## src/rtl/mdu_pkg.sv

```systemverilog
// Shared definitions for the HI/LO multiply/divide unit: funct codes, FSM states, default width.
// Latency: n/a (package only).
// Backpressure: n/a (package only).
package mdu_pkg;

    localparam int MDU_WIDTH = 32;

    localparam logic [5:0] FUNCT_MFHI  = 6'h10;
    localparam logic [5:0] FUNCT_MTHI  = 6'h11;
    localparam logic [5:0] FUNCT_MFLO  = 6'h12;
    localparam logic [5:0] FUNCT_MTLO  = 6'h13;
    localparam logic [5:0] FUNCT_MULT  = 6'h18;
    localparam logic [5:0] FUNCT_MULTU = 6'h19;
    localparam logic [5:0] FUNCT_DIV   = 6'h1A;
    localparam logic [5:0] FUNCT_DIVU  = 6'h1B;

    typedef enum logic [1:0] {
        IDLE = 2'd0,
        CALC = 2'd1,
        FIX  = 2'd2
    } mdu_state_t;

    // True for any R-type instruction that reads or writes HI/LO.
    function automatic logic uses_hilo(input logic [5:0] opcode, input logic [5:0] funct);
        return (opcode == 6'h00) &&
               ((funct == FUNCT_MFHI) || (funct == FUNCT_MTHI) ||
                (funct == FUNCT_MFLO) || (funct == FUNCT_MTLO) ||
                (funct == FUNCT_MULT) || (funct == FUNCT_MULTU) ||
                (funct == FUNCT_DIV)  || (funct == FUNCT_DIVU));
    endfunction

endpackage

```

## src/rtl/mdu_iter_core.sv

```systemverilog
// Iterative unsigned datapath: radix-2 shift-add multiply or restoring divide, one bit per step.
// Latency: WIDTH step cycles after load; 'last' flags the final step.
// Backpressure: none; advances only while the controlling FSM asserts step.
// Ports: load/is_div/op_a/op_b start an operation, step advances it, rem_hi/quo_lo expose
// the running product (hi:lo) or remainder/quotient, last marks the final iteration.
module mdu_iter_core
    import mdu_pkg::*;
#(
    parameter int WIDTH = MDU_WIDTH
) (
    input  logic             clk,
    input  logic             reset,
    input  logic             load,
    input  logic             step,
    input  logic             is_div,
    input  logic [WIDTH-1:0] op_a,
    input  logic [WIDTH-1:0] op_b,
    output logic [WIDTH-1:0] rem_hi,
    output logic [WIDTH-1:0] quo_lo,
    output logic             last
);

    localparam int CW = $clog2(WIDTH + 1);

    logic [WIDTH-1:0] acc_hi;
    logic [WIDTH-1:0] acc_lo;
    logic [WIDTH-1:0] operand;   // multiplicand or divisor
    logic             div_mode;
    logic [CW-1:0]    count;

    logic [WIDTH:0]   mul_sum;
    logic [WIDTH:0]   div_shift;
    logic [WIDTH+1:0] div_diff;

    always_comb begin
        mul_sum   = {1'b0, acc_hi} + {1'b0, operand};
        // Bring the next dividend bit into the partial remainder.
        div_shift = {acc_hi, acc_lo[WIDTH-1]};
        div_diff  = {1'b0, div_shift} - {2'b00, operand};
    end

    always_ff @(posedge clk or posedge reset) begin
        if (reset) begin
            acc_hi   <= '0;
            acc_lo   <= '0;
            operand  <= '0;
            div_mode <= 1'b0;
            count    <= '0;
        end else if (load) begin
            acc_hi   <= '0;
            acc_lo   <= is_div ? op_a : op_b;
            operand  <= is_div ? op_b : op_a;
            div_mode <= is_div;
            count    <= '0;
        end else if (step) begin
            count <= count + CW'(1);
            if (div_mode) begin
                if (!div_diff[WIDTH+1]) begin
                    acc_hi <= div_diff[WIDTH-1:0];
                    acc_lo <= {acc_lo[WIDTH-2:0], 1'b1};
                end else begin
                    acc_hi <= div_shift[WIDTH-1:0];
                    acc_lo <= {acc_lo[WIDTH-2:0], 1'b0};
                end
            end else begin
                // Multiplier sits in acc_lo and is consumed LSB-first as the product shifts in.
                if (acc_lo[0]) begin
                    acc_hi <= mul_sum[WIDTH:1];
                    acc_lo <= {mul_sum[0], acc_lo[WIDTH-1:1]};
                end else begin
                    acc_hi <= {1'b0, acc_hi[WIDTH-1:1]};
                    acc_lo <= {acc_hi[0], acc_lo[WIDTH-1:1]};
                end
            end
        end
    end

    assign rem_hi = acc_hi;
    assign quo_lo = acc_lo;
    assign last   = (count == CW'(WIDTH - 1));

endmodule

```

## src/rtl/mult_div_unit.sv

```systemverilog
// EX-stage HI/LO unit: iterative mult/multu/div/divu plus mthi/mtlo, with pause to the hazard unit.
// Latency: md ops WIDTH+2 cycles from the Start edge (Busy WIDTH+1 cycles); mthi/mtlo next edge.
// Backpressure: pause stalls an ID-stage HI/LO instruction until the FIX cycle; Start while Busy is ignored.
// Ports: clk/reset (async active-high), Start/Funct/OpA/OpB from EX, ID_OpCode/ID_Funct from IF/ID,
// Hi/Lo registers, Busy, pause. Build option MDU_FAST_MULT_EN: single-cycle multiplies.
module mult_div_unit
    import mdu_pkg::*;
#(
    parameter int WIDTH = MDU_WIDTH
) (
    input  logic             clk,
    input  logic             reset,
    input  logic             Start,
    input  logic [5:0]       Funct,
    input  logic [WIDTH-1:0] OpA,
    input  logic [WIDTH-1:0] OpB,
    input  logic [5:0]       ID_OpCode,
    input  logic [5:0]       ID_Funct,
    output logic [WIDTH-1:0] Hi,
    output logic [WIDTH-1:0] Lo,
    output logic             Busy,
    output logic             pause
);

    mdu_state_t state, next_state;

    logic [WIDTH-1:0] hi_q, lo_q;
    logic             is_div_q, neg_res_q, neg_rem_q, div_zero_q;

    logic             iter_op, signed_op, is_div, a_neg, b_neg, load, step, last;
    logic [WIDTH-1:0] abs_a, abs_b, core_hi, core_lo;
    logic [2*WIDTH-1:0] prod_fix;
    logic [WIDTH-1:0] quo_fix, rem_fix;

`ifdef MDU_FAST_MULT_EN
    logic [2*WIDTH-1:0] ext_a, ext_b, fast_prod;

    always_comb begin
        // Sign-extend for mult, zero-extend for multu; the low 2*WIDTH bits are exact either way.
        ext_a     = {{WIDTH{(Funct == FUNCT_MULT) & OpA[WIDTH-1]}}, OpA};
        ext_b     = {{WIDTH{(Funct == FUNCT_MULT) & OpB[WIDTH-1]}}, OpB};
        fast_prod = ext_a * ext_b;
    end

    assign iter_op = (Funct == FUNCT_DIV) || (Funct == FUNCT_DIVU);
`else
    assign iter_op = (Funct == FUNCT_MULT) || (Funct == FUNCT_MULTU) ||
                     (Funct == FUNCT_DIV)  || (Funct == FUNCT_DIVU);
`endif

    always_comb begin
        signed_op = (Funct == FUNCT_MULT) || (Funct == FUNCT_DIV);
        is_div    = (Funct == FUNCT_DIV) || (Funct == FUNCT_DIVU);
        a_neg     = signed_op & OpA[WIDTH-1];
        b_neg     = signed_op & OpB[WIDTH-1];
        abs_a     = a_neg ? -OpA : OpA;
        abs_b     = b_neg ? -OpB : OpB;
        load      = (state == IDLE) && Start && iter_op;
        step      = (state == CALC);
    end

    mdu_iter_core #(.WIDTH(WIDTH)) u_core (
        .clk    (clk),
        .reset  (reset),
        .load   (load),
        .step   (step),
        .is_div (is_div),
        .op_a   (abs_a),
        .op_b   (abs_b),
        .rem_hi (core_hi),
        .quo_lo (core_lo),
        .last   (last)
    );

    always_comb begin
        next_state = state;
        case (state)
            IDLE:    if (load) next_state = CALC;
            CALC:    if (last) next_state = FIX;
            FIX:     next_state = IDLE;
            default: next_state = IDLE;
        endcase
    end

    // Sign flags are zero for unsigned ops, so the fix-up is a pass-through there.
    // -2^31 / -1 needs no special case: |q| = 2^31 and its negation wraps back to 2^31.
    always_comb begin
        prod_fix = neg_res_q ? -{core_hi, core_lo} : {core_hi, core_lo};
        quo_fix  = neg_res_q ? -core_lo : core_lo;
        rem_fix  = neg_rem_q ? -core_hi : core_hi;
    end

    always_ff @(posedge clk or posedge reset) begin
        if (reset) begin
            state      <= IDLE;
            hi_q       <= '0;
            lo_q       <= '0;
            is_div_q   <= 1'b0;
            neg_res_q  <= 1'b0;
            neg_rem_q  <= 1'b0;
            div_zero_q <= 1'b0;
        end else begin
            state <= next_state;
            if (state == IDLE && Start) begin
                case (Funct)
                    FUNCT_MTHI: hi_q <= OpA;
                    FUNCT_MTLO: lo_q <= OpA;
`ifdef MDU_FAST_MULT_EN
                    FUNCT_MULT, FUNCT_MULTU: {hi_q, lo_q} <= fast_prod;
`endif
                    default: ;
                endcase
            end
            if (load) begin
                is_div_q   <= is_div;
                neg_res_q  <= a_neg ^ b_neg;
                neg_rem_q  <= a_neg;
                div_zero_q <= (OpB == '0);
            end
            if (state == FIX) begin
                if (is_div_q) begin
                    // Divide by zero: remainder path carries |dividend|; restoring its sign
                    // returns the original OpA in Hi.
                    lo_q <= div_zero_q ? '1 : quo_fix;
                    hi_q <= rem_fix;
                end else begin
                    {hi_q, lo_q} <= prod_fix;
                end
            end
        end
    end

    assign Hi   = hi_q;
    assign Lo   = lo_q;
    assign Busy = (state != IDLE);
    // Drops in FIX so the held mfhi/mflo reaches EX just as Hi/Lo update.
    assign pause = uses_hilo(ID_OpCode, ID_Funct) &&
                   ((state == CALC) || (Start && iter_op));

endmodule

```

## config.mk

```make
export PLATFORM = sky130hd
export DESIGN_NAME = mult_div_unit
export DESIGN_NICKNAME = d
export VERILOG_FILES = /design/src/rtl/mdu_pkg.sv /design/src/rtl/mdu_iter_core.sv /design/src/rtl/mult_div_unit.sv
export SDC_FILE = /design/constraint.sdc
export NUM_CORES = 1
export LEC_CHECK = 0
export CAP_MARGIN = 5
export CORE_MARGIN = 10
export CORE_UTILIZATION = 34
export DETAILED_ROUTE_END_ITERATION = 10
export GPL_TIMING_DRIVEN = 0
export SLEW_MARGIN = 10
export SYNTH_ARGS = -nofsm -noshare
export SYNTH_HDL_FRONTEND = slang
export SYNTH_SLANG_ARGS = --single-unit
```

## constraint.sdc

```tcl
create_clock -name clk -period 11.4 [get_ports clk]
set_input_delay 2.28 -clock clk [delete_from_list [all_inputs] [get_ports clk]]
set_output_delay 2.28 -clock clk [all_outputs]
set_load 0.05 [all_outputs]
```

==> out/metrics.yaml <==
synth_cells: 1884
p_leak_nw: 7.08
root_buffer: "clkbuf_16"
drt_iter0_drc: 1880
gp_congestion: 0.989
slew_violations: 0
synth_area_per_cell_um2: 7.91
synth_cell_types: 83
io_buffers: 143
synthTopCellsByArea: "dfrtp_1, ha_1, o21ai_0"
syn_nets: 2040
postCtsSetupBuffers: 0
clockPowerShare_pct: 11.6
dominantRegCellSynth: "dfrtp_1"
fin_setup_tns_ns: 0
final_cell_area_um2: 17700
synth-seq-cells: 172
grt_use_total_pct: 23.8
die-height_um: 229
nNetsFinal: 2203
n_antenna_cell: 0
initial_core_util_pct: 34.5
setup_ws_ns: 4.82
p_comb_share_pct: 67.1
start_kind: "primary input"
dpl.hpwl_um: 51500
drc_errors: 0
p_int_mw: 2.52
cp.arrival_ns: 4.30
drt_wl_total_um: 64900
cts.repair.resized: 0
cts_tree: "built"
path_clk_slew_ns: 0.07
rsz0062_at_grt: "false"
layout_commonest_cell: "nand2_1"
netlist.area_leader.share_pct: 28.9
utilization_pct: 41.0
grt.overflow.total: 0
clock_latency_ns: 0.47
final_cell_mix: "nand2_1, dfrtp_1, o21ai_0, a21oi_1, clkdlybuf4s50_1"
die_w_um: 229
yosysTopAreaCell: "dfrtp_1"
cp.required_ns: 9.12
cts_buffers: 17
power_frac_seq_pct: 21.3
setup_viol: 0
vias: 15800
fmax_mhz: 152
cts_buffer_depth: 2
powerDensity_nw_per_um2: 306
critPathMaxFanout: 4
antenna_found_initial: 0
dr.pass1.iters: 7
ir_drop_uv: 123
drtAntennaViolNets: 0
grt_pass1_wl_um: 96200
pre_cts_slack_ns: 4.84
grt_max_degree: 89
via_per_inst: 5.98
rows: 76
clock-sinks: 172
syn_area_um2: 14900
ios: 151
synth_edf_count: 0
hp-class: "flip-flop to flip-flop"
switching_power_mw: 2.91
coreArea_um2: 43200
cts-hold-fix-buffers: 0
switching_share_pct: 53.6
crit_type: "primary input to primary output"
syn_to_final_growth_pct: 18.8
cap_viol_max_count: 0
layout_min_cycle_time_ns: 6.58
power_mw: 5.42
htreeDepth: 4
fin_skew_ns: 0.0159
tightest_slew_ns: 1.16
wl_per_cell_um: 24.5
placed_cell_area_um2: 17100
drive_gt1_share_pct: 3.35
ys_warn_count: 0
synthArstFlopShare_pct: 100
hold_violations: 0
status: "finished, final reports clean"
worst_setup_path_end_kind: "primary output"
finalCritPeriodShare_pct: 57.8
ys_seq_area_share_pct: 28.9
grt_pass1_vias: 15100
max_slew_margin_pct: 22.6
die-area_um2: 52600
[worst max-delay path, cell delays in order]
cell and delay [ns]:
clkdlybuf4s50_1 0.44, nor3b_1 0.39, nand3_1 0.19, a21oi_1 0.16, clkdlybuf4s50_1 0.83
[metrics by stage]
stage	instances	hold slack, ns
floorplan	1884	0.442
global placement	2612	0.456
detailed placement	2613	0.465
CTS	2645	0.474
global route	2645	0.507
finish	2645	0.476
[path summary, 6_finish.rpt]
kind                              startpoint                 end  slack [ns]  cells after the start
setup / recovery                    Funct[4]               pause        4.82                      5
hold / removal                        Lo[20]              Lo[20]        0.48                      1
setup reg to reg           u_core.quo_lo[31]   u_core.rem_hi[16]        6.36                     12
hold reg to reg                       Lo[20]              Lo[20]        0.48                      1
max in group asynchronous              reset  u_core.operand[26]        8.12                      3
min in group asynchronous              reset               Lo[8]        2.33                      2
[kinds of logic (layout without fill, tap and decap cells)]
logic type	after synthesis	after routing	synth area share, %
AO/OA/AOI/OAI	635	635	27.6
multiplexers	62	62	4.21
buffers and inverters	195	371	4.95
adder cells (fa/ha/maj)	71	71	6.06
AND/OR/NAND/NOR	582	582	18.5
XOR/XNOR	167	167	9.82
flip-flops	172	172	28.9
[state kept, by name, summed over array words and instances, names as in the netlist]
register and cells:
div_zero_q 1, u_core.quo_lo 32, u_core.rem_hi 32, neg_res_q 1, neg_rem_q 1, Hi 32, u_core.operand 32, state 2
u_core.count 6, is_div_q 1, Lo 32
[synth_stat cells (27+ instances only)]
cell	number
a21oi_1	159
mux2i_1	57
inv_1	61
nor3_1	40
xnor2_1	77
dfrtp_1	172
clkbuf_1	120
nor2_1	136
a22oi_1	28
o221ai_1	27
xor2_1	90
a21o_1	40
nand2_1	217
ha_1	69
nand3_1	48
o21ai_0	165
[metal layers]
metal	track usage (%)	vias up	wire length [um]
li1	-	7198	-
met1	34.0	7802	29500
met2	35.6	726	28100
met3	4.56	82	5720
met4	6.75	0	1530
met5	0	-	0
[layout make-up]
| type | instances | area, um2 |
|---|---|---|
| Multi-Input combinational cell | 1517 | 9860 |
| Fill cell | 4560 | 25500 |
| Sequential cell | 172 | 4300 |
| Clock buffer | 23 | 488 |
| Clock inverter | 9 | 110 |
| Inverter | 62 | 240 |
| Timing Repair Buffer | 144 | 1460 |
| Tap cell | 585 | 732 |
| Buffer | 133 | 504 |
[power by group through the flow]
stage,logic [mW],registers (mW),clock network [mW]
floorplan,2.25,1.32,0
global placement,3.52,1.15,0
detailed placement,3.56,1.16,0
CTS,3.58,1.15,0.634
global route,3.94,1.18,0.655
finish,3.64,1.16,0.629
Power figures use the tool's default switching activity.
